`config.mk`:
```
export PLATFORM = sky130hd
export DESIGN_NAME = mult_rr_arbiter
export DESIGN_NICKNAME = d
export VERILOG_FILES = /design/src/rtl/mult_arb_pkg.sv /design/src/rtl/mult_rr_arbiter_rr_pick.sv /design/src/rtl/mult_rr_arbiter.sv
export SDC_FILE = /design/constraint.sdc
export NUM_CORES = 1
export LEC_CHECK = 0
export CORE_AREA = 2 2 703 705
export CTS_BUF_LIST = sky130_fd_sc_hd__clkbuf_16
export CTS_CLUSTER_SIZE = 12
export DETAILED_ROUTE_END_ITERATION = 16
export DIE_AREA = 0 0 705 707
export PLACE_DENSITY = 0.3
export SETUP_SLACK_MARGIN = 0.4
export SYNTH_ARGS = -nofsm -noshare
export SYNTH_HDL_FRONTEND = slang
export SYNTH_SLANG_ARGS = --single-unit
```
`constraint.sdc`:
```
create_clock -name clk -period 6.3 [get_ports clk]
set_input_delay 1.26 -clock clk [delete_from_list [all_inputs] [get_ports clk]]
set_output_delay 1.26 -clock clk [all_outputs]
set_load 0.02 [all_outputs]
```
`src/rtl/mult_arb_pkg.sv`:
```
// Shared types and constants for the multiplier round-robin arbiter.
// Holds the FSM encoding, default operand widths and the requester index width helper.
package mult_arb_pkg;

   localparam int unsigned A_BITS = 130;
   localparam int unsigned B_BITS = 128;
   localparam int unsigned P_BITS = A_BITS + B_BITS;

   typedef enum logic [1:0] {
      S_IDLE  = 2'd0,
      S_ISSUE = 2'd1,
      S_WAIT  = 2'd2,
      S_RESP  = 2'd3
   } state_t;

   function automatic int unsigned idx_width(input int unsigned n);
      return (n > 1) ? int'($clog2(n)) : 1;
   endfunction

endpackage

```
`src/rtl/mult_rr_arbiter_rr_pick.sv`:
```
// Combinational round-robin priority encoder.
// Searches from rr_ptr upward with wrap and returns the first requester found.
module rr_pick #(
   parameter int unsigned NUM_REQ = 4,
   parameter int unsigned IDX_W   = 2
) (
   input  logic [NUM_REQ-1:0] req,
   input  logic [IDX_W-1:0]   rr_ptr,
   output logic [NUM_REQ-1:0] grant,
   output logic [IDX_W-1:0]   index,
   output logic               any
);

   logic [IDX_W:0] pos;

   always_comb begin
      grant = '0;
      index = '0;
      any   = 1'b0;
      pos   = '0;
      for (int unsigned i = 0; i < NUM_REQ; i++) begin
         // Explicit wrap keeps non-power-of-2 requester counts correct
         pos = {1'b0, rr_ptr} + (IDX_W+1)'(i);
         if (pos >= (IDX_W+1)'(NUM_REQ)) begin
            pos = pos - (IDX_W+1)'(NUM_REQ);
         end
         if (!any && req[pos[IDX_W-1:0]]) begin
            any                   = 1'b1;
            index                 = pos[IDX_W-1:0];
            grant[pos[IDX_W-1:0]] = 1'b1;
         end
      end
   end

endmodule

```
`src/rtl/mult_rr_arbiter.sv`:
```
// Round-robin arbiter sharing one 130x128 limb multiplier between NUM_REQ requesters.
// Runs one job at a time with a watchdog that turns a lost mul_done into an error response.
module mult_rr_arbiter #(
   parameter int unsigned NUM_REQ = 4,
   parameter int unsigned A_BITS  = 130,
   parameter int unsigned B_BITS  = 128,
   parameter int unsigned P_BITS  = A_BITS + B_BITS,
   parameter int unsigned TIMEOUT = 1023
) (
   input  logic                        clk,
   input  logic                        reset_n,
   input  logic [NUM_REQ-1:0]          req_valid,
   output logic [NUM_REQ-1:0]          req_ready,
   input  logic [NUM_REQ*A_BITS-1:0]   req_a,
   input  logic [NUM_REQ*B_BITS-1:0]   req_b,
   output logic [NUM_REQ-1:0]          rsp_valid,
   input  logic [NUM_REQ-1:0]          rsp_ready,
   output logic [P_BITS-1:0]           rsp_product,
   output logic                        rsp_err,
   output logic                        mul_start,
   output logic [A_BITS-1:0]           mul_a,
   output logic [B_BITS-1:0]           mul_b,
   input  logic                        mul_busy,
   input  logic                        mul_done,
   input  logic [P_BITS-1:0]           mul_product,
   output logic                        timeout_flag
);

   import mult_arb_pkg::*;

   localparam int unsigned IDX_W = idx_width(NUM_REQ);
   localparam int unsigned CNT_W = $clog2(TIMEOUT + 1);

   state_t             state, state_nxt;
   logic [IDX_W-1:0]   rr_ptr;
   logic [IDX_W-1:0]   grant_idx;
   logic [CNT_W-1:0]   wd_cnt;
   logic               wd_expired;
   logic [NUM_REQ-1:0] pick_grant;
   logic [IDX_W-1:0]   pick_idx;
   logic               pick_any;

   rr_pick #(
      .NUM_REQ (NUM_REQ),
      .IDX_W   (IDX_W)
   ) u_rr_pick (
      .req    (req_valid),
      .rr_ptr (rr_ptr),
      .grant  (pick_grant),
      .index  (pick_idx),
      .any    (pick_any)
   );

   assign wd_expired = (wd_cnt == CNT_W'(TIMEOUT));

   always_ff @(posedge clk or negedge reset_n) begin
      if (!reset_n) begin
         state <= S_IDLE;
      end else begin
         state <= state_nxt;
      end
   end

   always_comb begin
      state_nxt = state;
      req_ready = '0;
      rsp_valid = '0;
      mul_start = 1'b0;
      unique case (state)
         S_IDLE: begin
            // Gated so req_ready stays low while reset is held
            req_ready = reset_n ? pick_grant : '0;
            if (pick_any) state_nxt = S_ISSUE;
         end
         S_ISSUE: begin
            mul_start = !mul_busy;
            if (!mul_busy) state_nxt = S_WAIT;
         end
         S_WAIT: begin
            if (mul_done || wd_expired) state_nxt = S_RESP;
         end
         S_RESP: begin
            rsp_valid[grant_idx] = 1'b1;
            if (rsp_ready[grant_idx]) state_nxt = S_IDLE;
         end
         default: state_nxt = S_IDLE;
      endcase
   end

   always_ff @(posedge clk or negedge reset_n) begin
      if (!reset_n) begin
         rr_ptr       <= '0;
         grant_idx    <= '0;
         wd_cnt       <= '0;
         mul_a        <= '0;
         mul_b        <= '0;
         rsp_product  <= '0;
         rsp_err      <= 1'b0;
         timeout_flag <= 1'b0;
      end else begin
         unique case (state)
            S_IDLE: begin
               if (pick_any) begin
                  mul_a     <= req_a[pick_idx*A_BITS +: A_BITS];
                  mul_b     <= req_b[pick_idx*B_BITS +: B_BITS];
                  grant_idx <= pick_idx;
               end
            end
            S_ISSUE: begin
               wd_cnt <= '0;
            end
            S_WAIT: begin
               wd_cnt <= wd_cnt + CNT_W'(1);
               if (mul_done) begin
                  rsp_product <= mul_product;
                  rsp_err     <= 1'b0;
               end else if (wd_expired) begin
                  rsp_product  <= '0;
                  rsp_err      <= 1'b1;
                  timeout_flag <= 1'b1;
               end
            end
            S_RESP: begin
               if (rsp_ready[grant_idx]) begin
                  rr_ptr <= (grant_idx == IDX_W'(NUM_REQ - 1)) ? '0 : grant_idx + IDX_W'(1);
               end
            end
            default: ;
         endcase
      end
   end

endmodule

```
# Word-level counts from Yosys, hierarchy flattened
# Cells that the tools add are included.
# classes
add_sub_neg,9
multipliers,1
div_mod_pow,0
order_cmp,14
n_eq_ne,9
n_shift,2
mux,51
bitwise_logic,4
n_reduce_logical,21
# op_table
operator,n
$shiftx 520x11->130,1
$mux 258,2
$shiftx 512x10->128,1
$mux 4,7
$mux 2,13
$pmux 10 s2,1
$mux 1,17
$lt 2x3->1 const B,5
$or 4x4->4,3
$add 10x1->10 const B,1
$bmux 1 s2,5
$demux 1 s2,5
$eq 10x10->1 const B,1
$ge 2x1->1 const B,5
$ge 3x3->1 const B,3
$mul 2x7->9 const B,1
$logic_and 1x1->1,8
$ne 2x2->1 const B,4
$pmux 2 s4,1
$sub 2x1->2 const B,4
$add 2x2->3 const B,2
$eq 2x2->1 const B,3
$reduce_and 2->1,3
$logic_not 1->1,4
10 further kinds,11
# totals
register_bits,534
latchBits,0
mem_bits_rw,0
rom_bits,0
inputBits,1302
mem_count,0

# Depth between registers and ports, before layout
# logic_depth
ltp_word,16
depth_mapped,13

# Hierarchy
# Synthesis repeated with hierarchy kept, for this count alone.
# hier_totals
cells_unflattened,1587
hier_area_um2,26226.4
# by_module_without_submodules
mod,n_inst,cells_each,area_each_um2,seq_area_each_um2
mult_rr_arbiter,1,1542,25807.3,13362.8
rr_pick,1,45,419.2,0.0

# Worst setup path after synthesis
# No wires, ideal clock.
# synth_path
path_type,input -> output
start,input req_valid[0]
end,output req_ready[0]
arrival_time_ns,2.741
required_ns,5.040
slack_ns,2.299
cell_stages,5
cell_sequence,buf_2 mux4_2 nor3_1 nand2_1 a21oi_1
# synth_via
elab_chain_cells,14
# synth_lines
element,line_no,source
"start, declared",mult_rr_arbiter.sv:12,"input logic [NUM_REQ-1:0] req_valid,"
$bmux 1 s2,mult_rr_arbiter_rr_pick.sv:27,if (!any && req[pos[IDX_W-1:0]]) begin
$mux 1 (implied by the code),mult_rr_arbiter_rr_pick.sv:27,
$mux 1,mult_rr_arbiter_rr_pick.sv:27,
$logic_not 1->1,mult_rr_arbiter_rr_pick.sv:27,
$logic_and 1x1->1,mult_rr_arbiter_rr_pick.sv:27,
$mux 1,mult_rr_arbiter_rr_pick.sv:27,
$logic_not 1->1,mult_rr_arbiter_rr_pick.sv:27,
$logic_and 1x1->1,mult_rr_arbiter_rr_pick.sv:27,
$mux 1,mult_rr_arbiter_rr_pick.sv:27,
$logic_not 1->1,mult_rr_arbiter_rr_pick.sv:27,
$logic_and 1x1->1,mult_rr_arbiter_rr_pick.sv:27,
$mux 4 *,mult_rr_arbiter_rr_pick.sv:27,
$mux 4 *,mult_rr_arbiter.sv:72,req_ready = reset_n ? pick_grant : '0;
$mux 4 *,mult_rr_arbiter.sv:69,unique case (state)
"end, declared",mult_rr_arbiter.sv:13,"output logic [NUM_REQ-1:0] req_ready,"
# Mark *: on every way between the ends. The rest lies on a longest branch, timed or not. The select of a mux whose other input is x is not followed.

# Final worst setup path
# layout_path
start,register rr_ptr[0]
end,output req_ready[1]
# layout_via
elab_chain_cells,16
# layout_lines
element,line_no,source
"start, declared",mult_rr_arbiter.sv:35,logic [IDX_W-1:0] rr_ptr;
"start signal, assigned",mult_rr_arbiter.sv:125,rr_ptr <= (grant_idx == IDX_W'(NUM_REQ - 1)) ? '0 : grant_idx + IDX_W'(1);
"parallel branches: the longest is 13 deep, another holds $add 2x1->3",n/a,
$mux 4 *,mult_rr_arbiter_rr_pick.sv:27,
$mux 4 *,mult_rr_arbiter.sv:72,
$mux 4 *,mult_rr_arbiter.sv:69,
# Mark *: on every way between the ends. The select of a mux whose other input is x is not followed.

==> metrics.txt <==
post-synth net total about 5300; WL final 396000 um; VDD IR-drop max 357 uV; number of vias per cell about 3.6; Hold WC Path Type primary input to asynchronous set/reset pin; GRT Util Overall 15.1%; setup TNS 0 ns; gr ovfl total 0; post-synth top area share 37.6%; total number of vias between 40000 and 50000; reg-to-reg slack, setup 2.02 ns; critical path launch point type flop; P_leak ~24 nW; port bufs ~1800; GPL Wtd Cong 0.916; Arr. time, crit path 4.35 ns; Clock Latency Late Sink 0.82 ns; kind of critical path flop to output port; reg2reg start rr_ptr[0]; core area just under 500000 um2; Max FO, Critical Path 18; asr flop ratio synth 100%; Final nets between 6000 and 7000; Max Cap Viol 0; ys flop type dfrtp_1; clock share of power 15.6%; Clock Tree Buf Depth 4; Final Setup Violations 0; CTS buffer count 93; fin. max-slew vios 0; post-synth cell types 56; post-synthesis sequential area ratio between 30% and 40%; CTS clk-pin slew, worst paths 0.05 ns; Slew @ Worst Pin 1.23 ns; Synth Register Bits 534; Die Width 705 um; combinational power share 65.5%; Post-CTS Setup Repair Bufs 0; Synth Area per Inst 8.96 um2; initial antenna violation count 277; Mapped Cells 3962; initial core utilization 7.22%; die area about 500000 um2; IO Count 1829; NetSw 17.8 mW; status completed; # DRC 0; Clock Tree Root clkbuf_16; final std cells w/o fill 12200; RSZ-0062 raised after global routing no; Cell Pwr Density 525 nW/um2; Final Critical Period about 5.6 ns; First-pass DRT Iterations 5; post-synth top area cell dfrtp_1; Fmax around 0.18 GHz; clk sink count approximately 530; HPWL Detailed 326000 um; Setup crit end kind output port; sequential power share 19.0%; final worst path period share 89.1%; endpoints failing hold 0; FP Rows 258; share of layout cells above drive strength 1 13.5%; largest net degree at the start of global routing 129; # hold bufs at CTS 0; CP required about 5.0 ns; Post-Syn Area 35500 um2; Inst Count DP 12000; 1st-iter DRT viols 3322; H-tree Lvls 3; Post-synth EDFFs 0; YS warnings 0; first-pass GRT wire length 498000 um; total internal power ~16 mW; critical path startpoint rr_ptr[0]; post-DR wirelength/cell 32.4 um; Die Span Y 707 um; top cells by area, synth dfrtp_1 (38%), nand2_1 (14%), o221ai_1 (9.5%); Crit Reg-Reg Endpoint mul_a[70]; PostCTS Resize Cnt 0; TritonCTS clock tree built; Routed Antenna Nets 0; most instantiated library cell after synthesis nand2_1; Worst R2R Path Depth 10; switching share of total power 52.6%; Worst Skew 0.0610 ns; Post-synth top cells nand2_1 (1304), dfrtp_1 (534), o221ai_1 (387); vias in the first global route 43000; Max transition margin 17.7%; Area Growth Syn to Fin 81.2%
-- kinds of logic (layout without fill, tap and decap cells) --
logic type                 count (synthesis)  count (layout)  share of synthesized area (%)
and+or+nand+nor                         1611            1611                           19.2
muxes                                     15              15                          0.581
AOI/OAI and AO/OA                       1331            1331                           35.4
DFF                                      534             534                           37.6
xor gates and xnor gates                   3               3                         0.0740
buffers and inverters                    451            2148                           6.47
adders and majority gates                 17              17                          0.599
other                                      0              60                              0
-- cells in the final DEF, fill, tap and decap left out, drive strengths merged, types with 3 or more instances in the layout --
cell           instances
clkdlybuf4s50       1812
a21oi                 11
a221o                  5
and3                 261
nand2               1305
nand2b                 3
o211ai               258
nor2b                  6
clkinv                39
diode                 60
a22o                 258
buf                  154
clkbuf                93
mux2i                  6
mux4                   4
nor2                  13
mux2                   5
bufinv                 9
nand3                 11
and2                   4
ha                    17
o21ai                 14
o22ai                  3
dfrtp                534
o221ai               515
a31o                 258
inv                   39
-- registers in the layout, summed over array words and instances, names as in the netlist --
| signal | flops |
|---|---|
| state | 2 |
| wd_cnt | 10 |
| rr_ptr | 2 |
| mul_a | 130 |
| grant_idx | 2 |
| rsp_err | 1 |
| timeout_flag | 1 |
| rsp_product | 258 |
| mul_b | 128 |
-- worst max-delay path by stage --
stage          cells after the start            to
6_report                           9  req_ready[1]
5_1_grt                            9  req_ready[1]
4_1_cts                            9  req_ready[1]
3_5_place_dp                       9  req_ready[1]
3_3_place_gp                      10  req_ready[1]
2_1_floorplan                      5  req_ready[0]
-- power groups by stage --
stage	clock network, mW	registers (mW)	logic [mW]
finish	5.26	6.41	22.1
global route	5.60	6.61	23.5
CTS	5.52	6.46	22.7
detailed placement	0	6.47	22.7
global placement	0	6.47	22.6
floorplan	0	7.89	9.33
-- per-layer routing --
metal | global-route usage [%] | up-vias | wire length [um]
li1 | - | 18500 | -
met2 | 27.3 | 2274 | 200000
met1 | 16.4 | 22300 | 146000
met4 | 3.06 | 194 | 10200
met3 | 6.55 | 648 | 39000
met5 | 0 | - | 1240
-- cell type report --
cell class	instances	area [um2]
diodes	60	150
clock buffers	93	2330
clock inverters	73	579
fillers	55800	427000
inverters	16	60.1
multi-input cells	2977	19900
flip-flops and latches	534	13400
well taps	6500	8130
repair buffers	1966	19800
-- critical path: stages, from the launching register on --
cell and delay (ns):
dfrtp_4 0.58, inv_1 0.24, ha_1 0.51, mux4_2 0.47, nor3_1 0.33, buf_4 0.20
nand2_1 0.07, a21oi_2 0.31, buf_4 0.17, clkdlybuf4s50_1 0.63
-- through the flow --
stage | utilization (%) | area [um2] | setup WS (ns) | hold slack, ns | power (mW)
3_5_place_dp | 12.5 | 61300 | 0.636 | 0.477 | 29.1
3_3_place_gp | 12.5 | 61300 | 0.521 | 0.467 | 29.0
5_1_grt | 13.1 | 64300 | 0.522 | 0.445 | 35.8
4_1_cts | 13.1 | 64200 | 0.415 | 0.403 | 34.7
6_report | 13.1 | 64400 | 0.687 | 0.464 | 33.8
2_1_floorplan | - | 35500 | 2.30 | 0.497 | 17.2
No activity file was read; power rests on OpenSTA's default activity.
